### src/rtl/pll_clk_monitor.sv
// ---------------------------------------------------------------------------
// pll_clk_monitor
//
// Frequency-lock checker running on the PLL output clock. The PLL reference
// clock is treated as asynchronous data: it is synchronised, its rising edges
// are counted over a fixed window of CLK cycles, and the count is compared
// against an expected band. After LOCK_COUNT consecutive in-band windows the
// monitor declares lock and releases a downstream reset. An out-of-band
// window while locked drops lock, pulses LOSS and sets the sticky FAULT.
//
// Parameters
//   WINDOW_CYCLES  CLK cycles per measurement window (>= 2)
//   EXPECTED       nominal REF_CLK rising edges per window
//   TOLERANCE      allowed +/- deviation from EXPECTED
//   LOCK_COUNT     consecutive good windows needed for lock (>= 1)
//   CNT_W          width of the edge counter and FREQ_COUNT
//
// Ports
//   CLK         in   system clock (PLL CLKOP)
//   RSTN        in   asynchronous active-low reset
//   REF_CLK     in   asynchronous reference clock, sampled as data
//   ENABLE      in   monitor enable (level)
//   CLR_FAULT   in   single-cycle pulse, clears FAULT
//   LOCKED      out  frequency-lock status
//   RST_OUT_N   out  downstream reset, LOCKED delayed by one cycle
//   FREQ_COUNT  out  edge count of the last completed window
//   VALID       out  one-cycle pulse, FREQ_COUNT just updated
//   LOSS        out  one-cycle pulse on the locked -> unlocked transition
//   FAULT       out  sticky loss-of-lock flag
// ---------------------------------------------------------------------------
module pll_clk_monitor #(
  parameter int unsigned WINDOW_CYCLES = 1000,
  parameter int unsigned EXPECTED      = 200,
  parameter int unsigned TOLERANCE     = 2,
  parameter int unsigned LOCK_COUNT    = 4,
  parameter int unsigned CNT_W         = 16
) (
  input  logic             CLK,
  input  logic             RSTN,
  input  logic             REF_CLK,
  input  logic             ENABLE,
  input  logic             CLR_FAULT,
  output logic             LOCKED,
  output logic             RST_OUT_N,
  output logic [CNT_W-1:0] FREQ_COUNT,
  output logic             VALID,
  output logic             LOSS,
  output logic             FAULT
);

  localparam int unsigned WC_W = (WINDOW_CYCLES > 2) ? $clog2(WINDOW_CYCLES) : 1;
  localparam int unsigned GC_W = $clog2(LOCK_COUNT + 1);

  localparam logic [WC_W-1:0] WC_LAST = WC_W'(WINDOW_CYCLES - 1);
  localparam logic [GC_W-1:0] GC_LOCK = GC_W'(LOCK_COUNT);

  // Acceptance band, fixed at elaboration; the lower bound clamps at zero.
  localparam logic [63:0] LO_B = (EXPECTED > TOLERANCE) ? 64'(EXPECTED - TOLERANCE) : 64'd0;
  localparam logic [63:0] HI_B = 64'(EXPECTED) + 64'(TOLERANCE);

  typedef enum logic [1:0] {
    DISABLED = 2'd0,
    ACQUIRE  = 2'd1,
    LOCKED_S = 2'd2
  } state_t;

  // Saturating increment: the counter sticks at all-ones.
  function automatic logic [CNT_W-1:0] sat_inc(input logic [CNT_W-1:0] v,
                                               input logic             inc);
    if (v == '1) return v;
    return v + CNT_W'(inc);
  endfunction

  function automatic logic in_band(input logic [CNT_W-1:0] c);
    logic [63:0] c64;
    c64 = 64'(c);
    return (c64 >= LO_B) && (c64 <= HI_B);
  endfunction

  logic             ref_p0, ref_p1, ref_p2;
  logic             rise_p2;
  state_t           state, state_nxt;
  logic [GC_W-1:0]  good_cnt, gc_nxt, gc_inc;
  logic [WC_W-1:0]  wcnt;
  logic [CNT_W-1:0] ecnt;
  logic [CNT_W-1:0] win_count;
  logic             win_end;
  logic             win_good;
  logic             running;
  logic             loss_nxt;
  logic             fault_nxt;

  // --- stage p0..p2: REF_CLK synchroniser and rising-edge detect ----------
  always_ff @(posedge CLK or negedge RSTN) begin
    if (!RSTN) begin
      ref_p0 <= 1'b0;
      ref_p1 <= 1'b0;
      ref_p2 <= 1'b0;
    end else begin
      ref_p0 <= REF_CLK;
      ref_p1 <= ref_p0;
      ref_p2 <= ref_p1;
    end
  end

  assign rise_p2 = ref_p1 & ~ref_p2;

  // --- window counting ------------------------------------------------------
  // Counters only run while enabled and out of DISABLED; dropping ENABLE
  // discards the partial window.
  assign running   = ENABLE && (state != DISABLED);
  assign win_end   = running && (wcnt == WC_LAST);
  // An edge landing on the last cycle still belongs to the closing window.
  assign win_count = sat_inc(ecnt, rise_p2);
  assign win_good  = in_band(win_count);

  always_ff @(posedge CLK or negedge RSTN) begin
    if (!RSTN) begin
      wcnt       <= '0;
      ecnt       <= '0;
      FREQ_COUNT <= '0;
      VALID      <= 1'b0;
    end else begin
      VALID <= win_end;
      if (!running) begin
        wcnt <= '0;
        ecnt <= '0;
      end else if (win_end) begin
        wcnt       <= '0;
        ecnt       <= '0;
        FREQ_COUNT <= win_count;
      end else begin
        wcnt <= wcnt + 1'b1;
        ecnt <= sat_inc(ecnt, rise_p2);
      end
    end
  end

  // --- lock state machine ---------------------------------------------------
  // The decision is taken on the closing edge of a window so that LOCKED,
  // LOSS and FAULT change in the same cycle VALID is presented.
  always_comb begin
    state_nxt = state;
    gc_nxt    = good_cnt;
    loss_nxt  = 1'b0;
    gc_inc    = (good_cnt == GC_LOCK) ? good_cnt : good_cnt + 1'b1;

    if (!ENABLE) begin
      state_nxt = DISABLED;
      gc_nxt    = '0;
    end else begin
      case (state)
        DISABLED: begin
          state_nxt = ACQUIRE;
          gc_nxt    = '0;
        end
        ACQUIRE: begin
          if (win_end) begin
            if (win_good) begin
              gc_nxt = gc_inc;
              if (gc_inc == GC_LOCK) state_nxt = LOCKED_S;
            end else begin
              gc_nxt = '0;
            end
          end
        end
        LOCKED_S: begin
          if (win_end && !win_good) begin
            state_nxt = ACQUIRE;
            gc_nxt    = '0;
            loss_nxt  = 1'b1;
          end
        end
        default: begin
          state_nxt = DISABLED;
          gc_nxt    = '0;
        end
      endcase
    end

    // A loss event in the same cycle as CLR_FAULT keeps the fault set.
    if (loss_nxt)       fault_nxt = 1'b1;
    else if (CLR_FAULT) fault_nxt = 1'b0;
    else                fault_nxt = FAULT;
  end

  always_ff @(posedge CLK or negedge RSTN) begin
    if (!RSTN) begin
      state    <= DISABLED;
      good_cnt <= '0;
      LOSS     <= 1'b0;
      FAULT    <= 1'b0;
    end else begin
      state    <= state_nxt;
      good_cnt <= gc_nxt;
      LOSS     <= loss_nxt;
      FAULT    <= fault_nxt;
    end
  end

  assign LOCKED = (state == LOCKED_S);

  // --- downstream reset: released one cycle after lock, reasserted one cycle
  // after lock is lost --------------------------------------------------------
  always_ff @(posedge CLK or negedge RSTN) begin
    if (!RSTN) RST_OUT_N <= 1'b0;
    else       RST_OUT_N <= LOCKED;
  end

endmodule

### config.mk
export PLATFORM = sky130hd
export DESIGN_NAME = pll_clk_monitor
export DESIGN_NICKNAME = d
export VERILOG_FILES = /design/src/rtl/pll_clk_monitor.sv
export SDC_FILE = /design/constraint.sdc
export NUM_CORES = 1
export LEC_CHECK = 0
export ABC_CLOCK_PERIOD_IN_PS = 5030
export CAP_MARGIN = 20
export CORE_ASPECT_RATIO = 1.5
export CORE_MARGIN = 2
export CORE_UTILIZATION = 56
export DETAILED_ROUTE_END_ITERATION = 8
export DONT_BUFFER_PORTS = 1
export PLACE_DENSITY = 0.75
export SLEW_MARGIN = 20
export SYNTH_ARGS = -nofsm -noshare
export SYNTH_HDL_FRONTEND = slang
export SYNTH_SLANG_ARGS = --single-unit
### constraint.sdc
create_clock -name CLK -period 5.03 [get_ports CLK]
set_input_delay 0.7545 -clock CLK [delete_from_list [all_inputs] [get_ports CLK]]
set_output_delay 0.7545 -clock CLK [all_outputs]
set_load 0.02 [all_outputs]
# Word-level counts from Yosys, hierarchy flattened
# Index checks and enable logic that the tools add are counted.
# totals
ff_bits	54
input_bits	5
elab_cells	67
# classes
addsub	3
n_lt_le_gt_ge	2
eq_ne	10
mux	27
n_bitwise	2
reduce_logical	11
# ops
operator	n
16-bit 2-to-1 mux	5
10-bit 2-to-1 mux	2
16-bit by 1-bit adder with 16-bit output	1
16-bit == test, second input constant	1
16-bit by 8-bit >= comparator with 1-bit output, second input constant	1
16-bit by 8-bit less-or-equal comparator with 1-bit output, second input constant	1
3-bit 2-to-1 mux	5
10-bit by 1-bit adder with 10-bit output, second input constant	1
10-bit == test, second input constant	1
2-bit 2-to-1 mux	5
3-bit inequality test, second input constant	3
1-bit 2-to-1 mux	8
3-bit == test, second input constant	2
2-bit case mux with 3 select lines	1
3-bit case mux with 2 select lines	1
1-bit logical AND	4
2-bit AND reduction	2
4-bit AND reduction	1
2-bit nonzero test	2
3-bit by 1-bit adder with 3-bit output, second input constant	1
3-bit by 2-bit inequality test with 1-bit output, second input constant	1
2-bit by 1-bit == test with 1-bit output, second input constant	1
2-bit == test, second input constant	1
2-bit zero test	1
other kinds (3)	3

# Longest topological paths before layout
# Gate-level depths: netlist (run 1).
# logic_depth
ltp_word	12
mapped_depth	11
mapped_depth_nobuf	11

# Worst setup path before layout (run 1)
# No wires, ideal clock.
# synth_timing
path_type	register -> register
start	register ref_p1
end	register good_cnt[1]
arrival_time_ns	2.561
required_ns	4.907
setup_slack_ns	2.346
path_stages_with_launch	12
period_less_slack_ns	2.684
cell_sequence	dfrtp_1 > nor2b_1 > ha_1 > ha_1 > and2_1 > a31o_2 > a2111oi_4 > nand2_2 > nor4_4 > o2111ai_1 > and2_4 > mux2i_1
# synth_via
elab_chain_len	9
word_cells_on_any_way	14
# synth_lines
item	line	text
start: declaration	80	logic ref_p0, ref_p1, ref_p2;
start signal: assignment	101	ref_p1 <= ref_p0;
1-bit AND *	106	assign rise_p2 = ref_p1 & ~ref_p2;
16-bit by 1-bit adder with 16-bit output *	71	return v + CNT_W'(inc);
16-bit 2-to-1 mux *	71	
16-bit by 8-bit >= comparator with 1-bit output or 16-bit by 8-bit less-or-equal comparator with 1-bit output (tied branches)	77	return (c64 >= LO_B) && (c64 <= HI_B);
1-bit logical AND *	77	
3-bit 2-to-1 mux or 1-bit zero test (tied branches)	159, 168	
3-bit 2-to-1 mux or 1-bit logical AND (tied branches)	158, 168	
3-bit case mux with 2 select lines or 3-bit by 2-bit inequality test with 1-bit output (tied branches)	--	
3-bit 2-to-1 mux or 2-bit AND reduction (tied branches)	--	
end signal: assignment	195	good_cnt <= gc_nxt;
end: declaration	83	logic [GC_W-1:0] good_cnt, gc_nxt, gc_inc;
# Every way passes the cells marked *; elsewhere a longest branch is shown, timed or not. The select of a mux whose other input is x is not followed.
# A chain may end at the register's enable or synchronous reset.

# Worst setup path in the final report (run 1)
# Same ends and word-level chain as after synthesis.

==> impl_metrics.yaml, run 1 <==
placed_design:
  hpwl_mm: 3.65
  place_area_um2: 2810
  globalplace.congestion: 0.826
  place_ws_ps: 2030
  dpl.cell_count: 339
  port_buffers: 0
critical_path:
  critical_path_required_ps: 5220
  end_kind: "register"
  crit_fanout: 7
  crit_type: "register to register"
  arrival_ps: 3190
  start_kind: "register"
  r2r-start: "ref_p1"
  worstSetupStartpoint: "ref_p1"
drt:
  finalWirelength_mm: 5.10
  routed_via_density: 5.80
  drcViolationCount: 0
  drt-wirelength-per-cell_um: 14.7
  first_pass_iters: 4
  ant_nets: 0
  drt_iter0_drc: 83
  via_count: 2014
logic_synthesis:
  syn_avg_cell_area_um2: 9.81
  async_reset_ff_share_pct: 100
  synthCells: 284
  synth-seq-area-share_pct: 48.5
  post-synth-top-area-cell: "dfrtp_1"
  synth_top_area_share_pct: 48.5
  synth_most_common_cell: "dfrtp_1"
  synth_edf_count: 0
  synth_area_um2: 2790
  synth_ff_type: "dfrtp_1"
  synth-seq-cells: 54
  synth.net_count: 294
  yosys-top-cells-area: "dfrtp_1 48%, o21ai_0 4.7%, nor2_1 4.4%"
  yosys-top-cells-count: "54 x dfrtp_1, 33 x nor2_1, 30 x nand2_1"
  synth.distinct_cells: 51
  yosysWarnings: 0
cts:
  cts.sinks: 54
  clk_pin_slew_ps: 100
  ctsResizeCount: 0
  ctsLongestPathBuffers: 2
  htree_num_levels: 2
  cts_setup_buffers: 0
  insertion_delay_ps: 310
  cts_tree: "done"
  numCtsBuffers: 5
  ctsHoldBuffers: 0
  ctsRootBufferMaster: "clkbuf_8"
global_route:
  grt_usage_pct: 20.2
  antenna_found_initial: 0
  grt_overflow_total: 0
  grt_max_degree: 55
  grt_pass1_wl_mm: 8.60
  grt_pass1_vias: 1950
sta:
  finalSetupViolations: 0
  max_freq_ghz: 0.334
  hold_viol_final: 0
  drv_slew: 0
  relSlewSlack_pct: 32.5
  fin_ws_ps: 2030
  min_period_ps: 3000
  post-route-period-util_pct: 59.6
  tightest_slew_ps: 1010
  fin_skew_ps: 11.8
  setup_tns_ps: 0
  rsz0062_at_grt: "false"
cells_and_area:
  final_cell_area_um2: 2920
  drive_above_1_share_pct: 9.96
  syn_to_final_growth_pct: 4.67
  stdcell_count: 347
  antenna_cells: 0
  nNetsFinal: 290
die:
  die_w_um: 61.6
  row_count: 31
  start_util_pct: 57.9
  fp.coreArea_um2: 4810
  ios: 26
  dieArea_um2: 5570
  fp.dieH_um: 90.4
status:
  outcome: "complete, no violations"
flow_run:
  drv_cap: 0
power_and_ir_drop:
  leakage_nw: 1.29
  p_per_area_nw_per_um2: 253
  ir_drop_mv: 0.257
hold_path:
  hold_class: "primary input to async pin"
==> worst paths after layout <==
check	to	slack (ps)	depth (start not counted)
worst max register to register	good_cnt[1]	2030	11
worst min-delay path	VALID	120	0
min in group CLK	ref_p1	370	0
max in group asynchronous	wcnt[9]	4810	0
worst min register to register	ref_p1	370	0
worst max-delay path	good_cnt[1]	2030	11
==> power breakdown <==
part           total (mW)  internal [mW]  switching [mW]
Clock               0.288          0.149           0.138
Combinational      0.0109        0.00386         0.00709
Sequential          0.439          0.437         0.00196
Total               0.737          0.590           0.147
==> layer usage <==
metal | GRT usage, % | wire length, µm
met5 | 0 | 0
met4 | 10.3 | 148
met3 | 3.15 | 163
met2 | 32.6 | 2610
met1 | 24.9 | 2180
==> cell type report <==
cell class / count / area (µm²)
fill: 446 / 1890
sequential: 54 / 1350
multi-input combinational: 208 / 1340
tap: 66 / 82.6
clock buffer: 7 / 76.3
inverter: 11 / 41.3
clock inverter: 1 / 30.0
==> cells in the final DEF (no fill, tap or decap), types with 6 or more instances in the layout <==
cell | Yosys | routed
and3_1 | 8 | 8
xnor2_1 | 10 | 10
mux2i_1 | 6 | 6
a21oi_1 | 8 | 8
nand2_1 | 30 | 30
nand3_1 | 11 | 11
nor2_1 | 33 | 33
dfrtp_1 | 54 | 54
o21ai_0 | 26 | 26
inv_1 | 11 | 11
==> flip-flops by register name, summed over array words and instances (netlist names) <==
name and cells:
FAULT 1, ref_p0 1, ref_p1 1, LOSS 1, RST_OUT_N 1, FREQ_COUNT 16, state 2, wcnt 10
good_cnt 3, VALID 1, ref_p2 1, ecnt 16
==> cell families after synthesis <==
family | Yosys count | synth area share [%]
buffers and inverters | 22 | 3.59
and+or+nand+nor | 128 | 26.3
DFF | 54 | 48.5
AOI/OAI and AO/OA | 55 | 12.6
muxes | 6 | 2.16
xor gates and xnor gates | 14 | 4.67
adders and majority gates | 5 | 2.25
==> worst max-delay path: stages (launching register included) <==
cell	delay (ps)
dfrtp_1	360
nor2b_1	140
ha_1	240
ha_1	310
nand2_1	120
nor4_1	350
mux2i_1	310
nand2_1	190
nor4_4	340
o2111ai_1	210
and2_4	220
mux2i_1	110
==> stage by stage <==
step                      util [%]  power, mW  hold WS [ps]
final                         60.6      0.737           125
after global routing          60.6      0.764           109
after CTS                     60.6      0.744           121
after detailed placement      58.4      0.458           349
after global placement        58.4      0.458           342
after floorplan                  -      0.456           331
(Power assumes the default switching activity.)
==> inputs of run 2 (changes only) <==
Settings changed: ABC_CLOCK_PERIOD_IN_PS 5030 to 2900.
Clock period 5.03 ns to 2.9 ns, I/O delays scaled along.
==> impl_metrics.yaml, run 2 (synthesis gave the netlist of run 1 again) <==
placed_design:
  place_ws_ps: 68.3
  port_buffers: 0
  hpwl_mm: 3.79
  place_area_um2: 2890
  dpl.cell_count: 350
  globalplace.congestion: 0.842
sta:
  rsz0062_at_grt: "false"
  relSlewSlack_pct: 54.8
  tightest_slew_ps: 676
  post-route-period-util_pct: 93.6
  min_period_ps: 2720
  fin_ws_ps: 185
  max_freq_ghz: 0.368
  drv_slew: 0
  hold_slack_ps: 152
  hold_viol_final: 0
  finalSetupViolations: 0
  setup_tns_ps: 0
  fin_skew_ps: 6.73
power_and_ir_drop:
  p_switching_mw: 0.262
  intPower_mw: 1.05
  netSwitchingFraction_pct: 20.0
  p_comb_share_pct: 3.1
  leakage_nw: 1.36
  seq_power_share_pct: 58.1
  p_total_mw: 1.31
  pwr-share-clk_pct: 38.8
  ir_drop_mv: 0.387
  p_per_area_nw_per_um2: 423
cells_and_area:
  nFillCells: 417
  drive_above_1_share_pct: 16.3
  layout_commonest_cell: "dfrtp_1"
  antenna_cells: 0
  final_core_util_pct: 64.3
  final_cell_area_um2: 3090
  nNetsFinal: 304
  final_cell_mix: "54 x dfrtp_1, 33 x nor2_1, 29 x nand2_1"
  stdcell_count: 360
  syn_to_final_growth_pct: 10.9
  reg_top3: "FREQ_COUNT x16, ecnt x16, wcnt x10"
cts:
  numCtsBuffers: 5
  insertion_delay_ps: 310
  cts.sinks: 54
  clk_pin_slew_ps: 90
  ctsRootBufferMaster: "clkbuf_8"
  cts_tree: "done"
  htree_num_levels: 2
  ctsLongestPathBuffers: 2
critical_path:
  start_kind: "register"
  crit_type: "register to register"
  arrival_ps: 2950
  crit_top_cell: "and3_1"
  max_stage_delay_ps: 370
  worstPathCellList: "nor2b_1 -> ha_1 -> ha_4 -> and3_1 -> and3_1 -> o22ai_1 -> or2_2 -> nor4_4 -> o2111ai_2 -> and2_4 -> mux2i_1"
  crit_fanout: 7
  end_kind: "register"
  critical_path_required_ps: 3130
  crit_slowest_cell: "dfrtp_1"
global_route:
  grt_overflow_total: 0
  grt_usage_pct: 21.5
  antenna_found_initial: 0
  grt_pass1_wl_mm: 9.19
  grt_max_degree: 55
  grt_pass1_vias: 2070
die:
  start_util_pct: 57.9
  ios: 26
  fp.coreArea_um2: 4810
  die_w_um: 61.6
  row_count: 31
  dieArea_um2: 5570
  fp.dieH_um: 90.4
drt:
  ant_nets: 0
  finalWirelength_mm: 5.35
  first_pass_iters: 4
  routed_via_density: 5.85
  via_count: 2107
  drt-wirelength-per-cell_um: 14.9
  drcViolationCount: 0
  drt_iter0_drc: 75
status:
  outcome: "complete, no violations"
hold_path:
  hold_class: "primary input to register"
flow_run:
  drv_cap: 0
run 2: cell types whose count changed in the layout (fill, tap and decap cells not counted), sizes merged:
cell         delta
buf            +13
clkbuf          -1
dlygate4sd3     +1
run 2: power by group through the flow:
stage / Clock, mW / Sequential (mW) / Combinational (mW)
after CTS: 0.524 / 0.760 / 0.0409
after detailed placement: 0 / 0.775 / 0.0206
after global placement: 0 / 0.775 / 0.0203
final: 0.508 / 0.760 / 0.0401
after global routing: 0.552 / 0.761 / 0.0467
after floorplan: 0 / 0.775 / 0.0162
run 2: area by class of cell:
type | instances | area, µm² | area share (%)
multi-input cells | 208 | 1380 | 44.5
repair buffers | 14 | 128 | 4.13
clock buffers | 6 | 82.6 | 2.67
clock inverters | 1 | 30.0 | 0.972
well taps | 66 | 82.6 | 2.67
flip-flops and latches | 54 | 1350 | 43.7
inverters | 11 | 41.3 | 1.34
run 2: worst max-delay path, delay by kind of cell (launching register included):
family / cells / cell delay [ps]
flip-flops: 1 / 370
adder cells (fa/ha/maj): 2 / 390
AND/OR/NAND/NOR: 6 / 1400
multiplexers: 1 / 150
AO/OA/AOI/OAI: 2 / 320
run 2: layer usage:
layer | up-vias | routed length, µm | GRT usage, %
met5 | - | 0 | 0
met1 | 1020 | 2150 | 26.5
met4 | 0 | 206 | 10.5
met2 | 56 | 2780 | 34.8
met3 | 17 | 208 | 4.01
li1 | 1014 | - | -
run 2: repair_timing:
item                                    CTS  global route
hold buffers                              2             0
setup buffers                             0             1
resized for setup                         0             7
endpoints found under the hold margin    54             0
endpoints found under the setup margin    0             6
run 2: worst paths after layout:
check	from	depth (start not counted)	slack, ps	endpoint
min in group asynchronous	RSTN	2	650	VALID
min	REF_CLK	0	150	ref_p0
max in group asynchronous	RSTN	2	2030	state[0]
min reg2reg	ref_p0	0	350	ref_p1
max reg2reg	ref_p2	11	180	good_cnt[1]
max	ref_p2	11	180	good_cnt[1]
